<file path="src/rtl/sdf_butterfly.sv">
// sdf_butterfly
// Radix-2 single-path delay-feedback butterfly stage of the streaming FFT.
// Each frame of 2*DELAY samples is handled in two phases:
//   - In the first half, samples are parked in the delay line.
//   - In the second half, each incoming sample b meets its partner a at the
//     delay-line head. The stage emits the scaled sum (a+b)/2 and parks the
//     scaled difference (a-b)/2.
// The parked differences come out during the first half of the next frame,
// or during a drain triggered by flush.
//
// Configuration macro: SDF_ROUND_EN
//   defined   : round half up before the divide by two
//   undefined : truncate (floor)
//
// Ports
//   clk        : rising-edge clock
//   rst        : asynchronous active-high reset
//   in_valid   : in_data is valid (accepted when in_valid & in_ready)
//   in_ready   : low only while draining held differences
//   in_data    : packed complex {re[23:12], im[11:0]}, two's complement
//   flush      : one-cycle request to drain at the next frame boundary
//   out_valid  : out_data is valid this cycle
//   out_data   : packed complex result, same format as in_data
//   out_tw_idx : twiddle index for out_data (0 for sums)
//   out_sof    : high with the first sum of each frame
module sdf_butterfly #(
   parameter int DELAY = 4,
   parameter int AW    = $clog2(DELAY)
) (
   input  logic          clk,
   input  logic          rst,
   input  logic          in_valid,
   output logic          in_ready,
   input  logic [23:0]   in_data,
   input  logic          flush,
   output logic          out_valid,
   output logic [23:0]   out_data,
   output logic [AW-1:0] out_tw_idx,
   output logic          out_sof
);

   localparam int CW = AW + 1;
   localparam logic [CW-1:0] LAST_P0  = CW'(DELAY - 1);
   localparam logic [CW-1:0] FIRST_P1 = CW'(DELAY);
   localparam logic [CW-1:0] LAST_P1  = CW'(2 * DELAY - 1);

   typedef enum logic [1:0] {IDLE, RUN, DRAIN} state_t;

   state_t        state_q, state_d;
   logic [CW-1:0] cnt_q, cnt_d;
   logic          primed_q, primed_d;
   logic          flush_pend_q, flush_pend_d;
   logic [23:0]   dline [DELAY];
   logic          advance;
   logic          phase1;
   logic [23:0]   sample;
   logic [23:0]   head;
   logic [23:0]   sum_val;
   logic [23:0]   diff_val;
   logic [23:0]   push_val;

   // Divide a 13-bit signed sum or difference by two, optionally rounding
   // half up, and keep the low 12 bits of the arithmetic shift.
   function automatic logic [11:0] halve(input logic [12:0] v);
      logic [12:0] r;
`ifdef SDF_ROUND_EN
      r = v + 13'd1;
`else
      r = v;
`endif
      return 12'($signed(r) >>> 1);
   endfunction

   // During a drain the stage clocks itself with zero input, so the held
   // differences walk out of the delay line without needing upstream data.
   // The top counter bit distinguishes the two halves of the frame,
   // because DELAY is a power of two.
   assign in_ready = (state_q != DRAIN);
   assign advance  = (state_q == DRAIN) || (in_valid && in_ready);
   assign sample   = (state_q == DRAIN) ? 24'd0 : in_data;
   assign phase1   = cnt_q[AW];
   assign head     = dline[DELAY-1];

   assign sum_val  = {halve({head[23], head[23:12]} + {sample[23], sample[23:12]}),
                      halve({head[11], head[11:0]}  + {sample[11], sample[11:0]})};
   assign diff_val = {halve({head[23], head[23:12]} - {sample[23], sample[23:12]}),
                      halve({head[11], head[11:0]}  - {sample[11], sample[11:0]})};
   assign push_val = phase1 ? diff_val : sample;

   // The delay line shifts by one entry on every advance.
   // Raw samples enter in the first half of a frame and differences enter in
   // the second half. The oldest entry is always at dline[DELAY-1].
   always_ff @(posedge clk or posedge rst) begin
      if (rst) begin
         for (int i = 0; i < DELAY; i++) begin
            dline[i] <= '0;
         end
      end else if (advance) begin
         dline[0] <= push_val;
         for (int i = 1; i < DELAY; i++) begin
            dline[i] <= dline[i-1];
         end
      end
   end

   // State, frame counter, primed flag and pending-flush latch.
   always_ff @(posedge clk or posedge rst) begin
      if (rst) begin
         state_q      <= IDLE;
         cnt_q        <= '0;
         primed_q     <= 1'b0;
         flush_pend_q <= 1'b0;
      end else begin
         state_q      <= state_d;
         cnt_q        <= cnt_d;
         primed_q     <= primed_d;
         flush_pend_q <= flush_pend_d;
      end
   end

   // Next-state logic.
   // The counter wraps every 2*DELAY advances. Once a full frame has passed,
   // primed stays set, so first-half outputs carry real differences.
   // A pending flush is only acted on at a frame boundary, and only when
   // upstream has nothing to offer. An arriving sample always wins and
   // leaves the flush pending for the next boundary. A drain lasts DELAY
   // advances, after which the stage forgets its history.
   always_comb begin
      state_d      = state_q;
      cnt_d        = cnt_q;
      primed_d     = primed_q;
      flush_pend_d = flush_pend_q;

      if (advance) begin
         cnt_d = (cnt_q == LAST_P1) ? '0 : cnt_q + 1'b1;
         if (cnt_q == LAST_P1) begin
            primed_d = 1'b1;
         end
      end

      unique case (state_q)
         IDLE: begin
            if (in_valid) begin
               state_d = RUN;
            end
         end
         RUN: begin
            if (flush) begin
               flush_pend_d = 1'b1;
            end
            if ((cnt_q == '0) && flush_pend_q) begin
               if (!primed_q) begin
                  flush_pend_d = 1'b0;
               end else if (!in_valid) begin
                  state_d      = DRAIN;
                  flush_pend_d = 1'b0;
               end
            end
         end
         DRAIN: begin
            if (cnt_q == LAST_P0) begin
               state_d  = IDLE;
               cnt_d    = '0;
               primed_d = 1'b0;
            end
         end
         default: begin
            state_d = IDLE;
         end
      endcase
   end

   // Registered outputs.
   // Second-half advances emit the sum with twiddle index 0. First-half
   // advances emit the delay-line head, indexed by its position in the
   // frame, and mark it valid only when a previous frame filled the line.
   // Cycles without an advance emit nothing.
   always_ff @(posedge clk or posedge rst) begin
      if (rst) begin
         out_valid  <= 1'b0;
         out_data   <= '0;
         out_tw_idx <= '0;
         out_sof    <= 1'b0;
      end else if (advance) begin
         out_valid  <= phase1 || primed_q;
         out_data   <= phase1 ? sum_val : head;
         out_tw_idx <= phase1 ? '0 : cnt_q[AW-1:0];
         out_sof    <= (cnt_q == FIRST_P1);
      end else begin
         out_valid  <= 1'b0;
         out_sof    <= 1'b0;
      end
   end

endmodule

</file>
<file path="config.mk">
export PLATFORM = sky130hd
export DESIGN_NAME = sdf_butterfly
export DESIGN_NICKNAME = d
export VERILOG_FILES = /design/src/rtl/sdf_butterfly.sv
export SDC_FILE = /design/constraint.sdc
export NUM_CORES = 1
export LEC_CHECK = 0
export ABC_AREA = 1
export CORE_MARGIN = 2
export CORE_UTILIZATION = 54
export DETAILED_ROUTE_END_ITERATION = 16
export GPL_TIMING_DRIVEN = 0
export PLACE_DENSITY = 0.77
export SLEW_MARGIN = 20
export SYNTH_ARGS = -nofsm -noshare
export SYNTH_HDL_FRONTEND = slang
export SYNTH_SLANG_ARGS = --single-unit
</file>
<file path="constraint.sdc">
create_clock -name clk -period 4.25 [get_ports clk]
set_input_delay 0.85 -clock clk [delete_from_list [all_inputs] [get_ports clk]]
set_output_delay 0.85 -clock clk [all_outputs]
set_load 0.01 [all_outputs]
</file>
==> results.ini <==
[power_and_ir_drop]
p_leak_nw=5.27
p_total_mw=6.38
p_sw_mw=2.70
p_per_area_nw_per_um2=652
power_frac_seq=0.331
power_frac_clock=0.224
vdd_ir_drop_max_uv=448
combPwrFrac=0.445
power.share.switching=0.423
p_int_mw=3.68

[floorplanning]
initial_core_util=0.550
die_y_um=128
dieArea_um2=16400
coreArea_um2=15100
dieWidth_um=128
io_pins=57
rows=45

[synth]
synth-main-ff-cell=dfrtp_1
synth-seq-cells=131
syn_inst=1174
synth_edf_count=0
synth_common_cells=380 x nand2_1, 149 x inv_1, 131 x dfrtp_1, 106 x nor2_1, 84 x a21oi_1
syn_nets=1259
yosysMostFrequentCell=nand2_1
avgSynthCellArea_um2=7.10
synth_top_area_share=0.393
syn_area_um2=8330
yosysTopAreaCell=dfrtp_1
ys_top_cells_by_area=dfrtp_1 39%, nand2_1 17%, ha_1 8.0%, inv_1 6.7%, a21oi_1 5.0%
ys_types=38
ys_seq_area_frac=0.393
synth-async-reset-ratio=1.00
yosys_warnings=0

[clocking]
cts.sinks=131
cts_buffers=17
clock-root-buffer=clkbuf_16
holdBufCountCts=0
clockBufferDepth=2
cts_tree=done
cts_resized=0
htreeDepth=4
clk_latency_ns=0.43
post_cts_buffers=0
clkTransAtPathRegs_ns=0.06

[routing]
drt_iter0_markers=673
antenna_left=0
via_per_inst=5.47
firstDrtPassIters=6
dr_total_vias=7954
wl_per_cell_um=16.8
drc_errors=0
wl_mm=24.5

[timing]
rsz0062_at_grt=false
min_period_ns=2.91
fmax_mhz=343
finalMaxSlewViolations=0
fin_tns_setup_ns=0
setup_violations=0
final_hold_viol_count=0
fin_crit_sh=0.685
finalClockSkew_ns=0.00764
slew_headroom=0.408
tightestPinTransition_ns=0.889

[placement]
place_area_um2=9210
dp.cells=1422
place_hpwl_mm=18.4
place.port_buffers=56
place.gp.congestion=0.962

[critical_path]
worst-setup-path-type=register to primary output
cp_max_fo=10
cp-end-kind=primary output
startpoint_type=register
arrival_ns=2.06
crit_required_ns=3.40

[status]
outcome=finished, final reports clean

[hold_path]
hold_class=register to register

[grt]
grt_pass1_wl_mm=39.0
grt_overflow=0
grt_usage=0.312
antenna_found_initial=0
grt_max_degree=35
grt_pass1_vias=7717

[cells_and_area]
drive_above_1_share=0.0664
final_nets=1338
insertedDiodeCount=0
areaGrowthSynthToFinish_pct=17.4
fin_cells=1453
finalInstanceArea_um2=9780

[flow_run]
drv_cap=0

## critical path, stage by stage, from the launching register on
cell,delay [ns]
dfrtp_1,0.42
nand2_4,0.17
buf_4,0.23
buf_4,0.24
clkdlybuf4s50_1,0.56
## kinds of logic (layout without fill, tap and decap cells)
kind of cell / after synthesis / after routing / synth area share
compound gates: 190 / 190 / 0.122
simple gates: 583 / 583 / 0.283
fa+ha+maj: 57 / 57 / 0.0892
flops: 131 / 131 / 0.393
xor+xnor: 6 / 6 / 0.00631
buf+inv: 207 / 298 / 0.106
## final timing paths
check	endpoint	slack [ns]	start	depth (start not counted)
max in group asynchronous	dline[47]	2.77	rst	4
min in group asynchronous	dline[34]	0.75	rst	2
hold reg to reg	head[11]	0.47	dline[35]	2
hold / removal	head[11]	0.47	dline[35]	2
setup / recovery	in_ready	1.34	state_q[1]	4
setup reg to reg	dline[94]	1.53	state_q[1]	14
## routing by layer
metal	vias to the layer above	routed length, µm	global-route usage
met3	87	1520	0.0593
met4	0	1420	0.181
met1	3694	9950	0.380
met2	310	11600	0.517
li1	3863	-	-
met5	-	0	0
## cells in the final DEF (no fill, tap or decap), drive strengths merged
cell,synthesis,final
a211oi,2,2
a21boi,2,2
a21o,2,2
a21oi,84,84
a22oi,1,1
a31oi,5,5
and2,2,2
buf,39,43
bufinv,0,1
clkbuf,12,33
clkdlybuf4s50,0,56
clkinv,0,6
clkinvlp,0,2
dfrtp,131,131
fa,4,4
ha,53,53
inv,156,157
nand2,381,381
nand3,69,69
nand3b,4,4
nand4,11,11
nor2,107,107
nor3,9,9
o211ai,1,1
o21ai,79,79
o21bai,7,7
o22a,2,2
o22ai,2,2
o31ai,3,3
xor2,6,6
## flip-flops by register name, indices dropped and copies added, names as in the netlist
name and cells:
out_tw_idx 2, out_data 24, flush_pend_q 1, dline 72
primed_q 1, state_q 2, out_sof 1, out_valid 1
cnt_q 3, head 24
## final cells by class
type | instances | area (µm²)
clock inverters | 10 | 100
fillers | 1360 | 5360
plain buffers | 51 | 294
well taps | 188 | 235
clock buffers | 21 | 470
repair buffers | 60 | 641
multi-input cells | 836 | 4170
flip-flops and latches | 131 | 3280
inverters | 156 | 592
## through the flow
stage,hold WS (ns),setup slack (ns),utilization
after global placement,0.447,0.566,0.603
after floorplan,0.442,1.78,-
after global routing,0.493,1.28,0.646
after detailed placement,0.457,1.09,0.608
final,0.466,1.34,0.646
after CTS,0.471,1.36,0.646
## power by group through the flow
stage	combinational, mW	sequential [mW]	clock [mW]
floorplan	1.85	2.06	0
global placement	2.73	2.11	0
detailed placement	2.78	2.12	0
CTS	2.81	2.11	1.44
global route	3.18	2.16	1.49
finish	2.84	2.11	1.43
(Power assumes the default switching activity.)
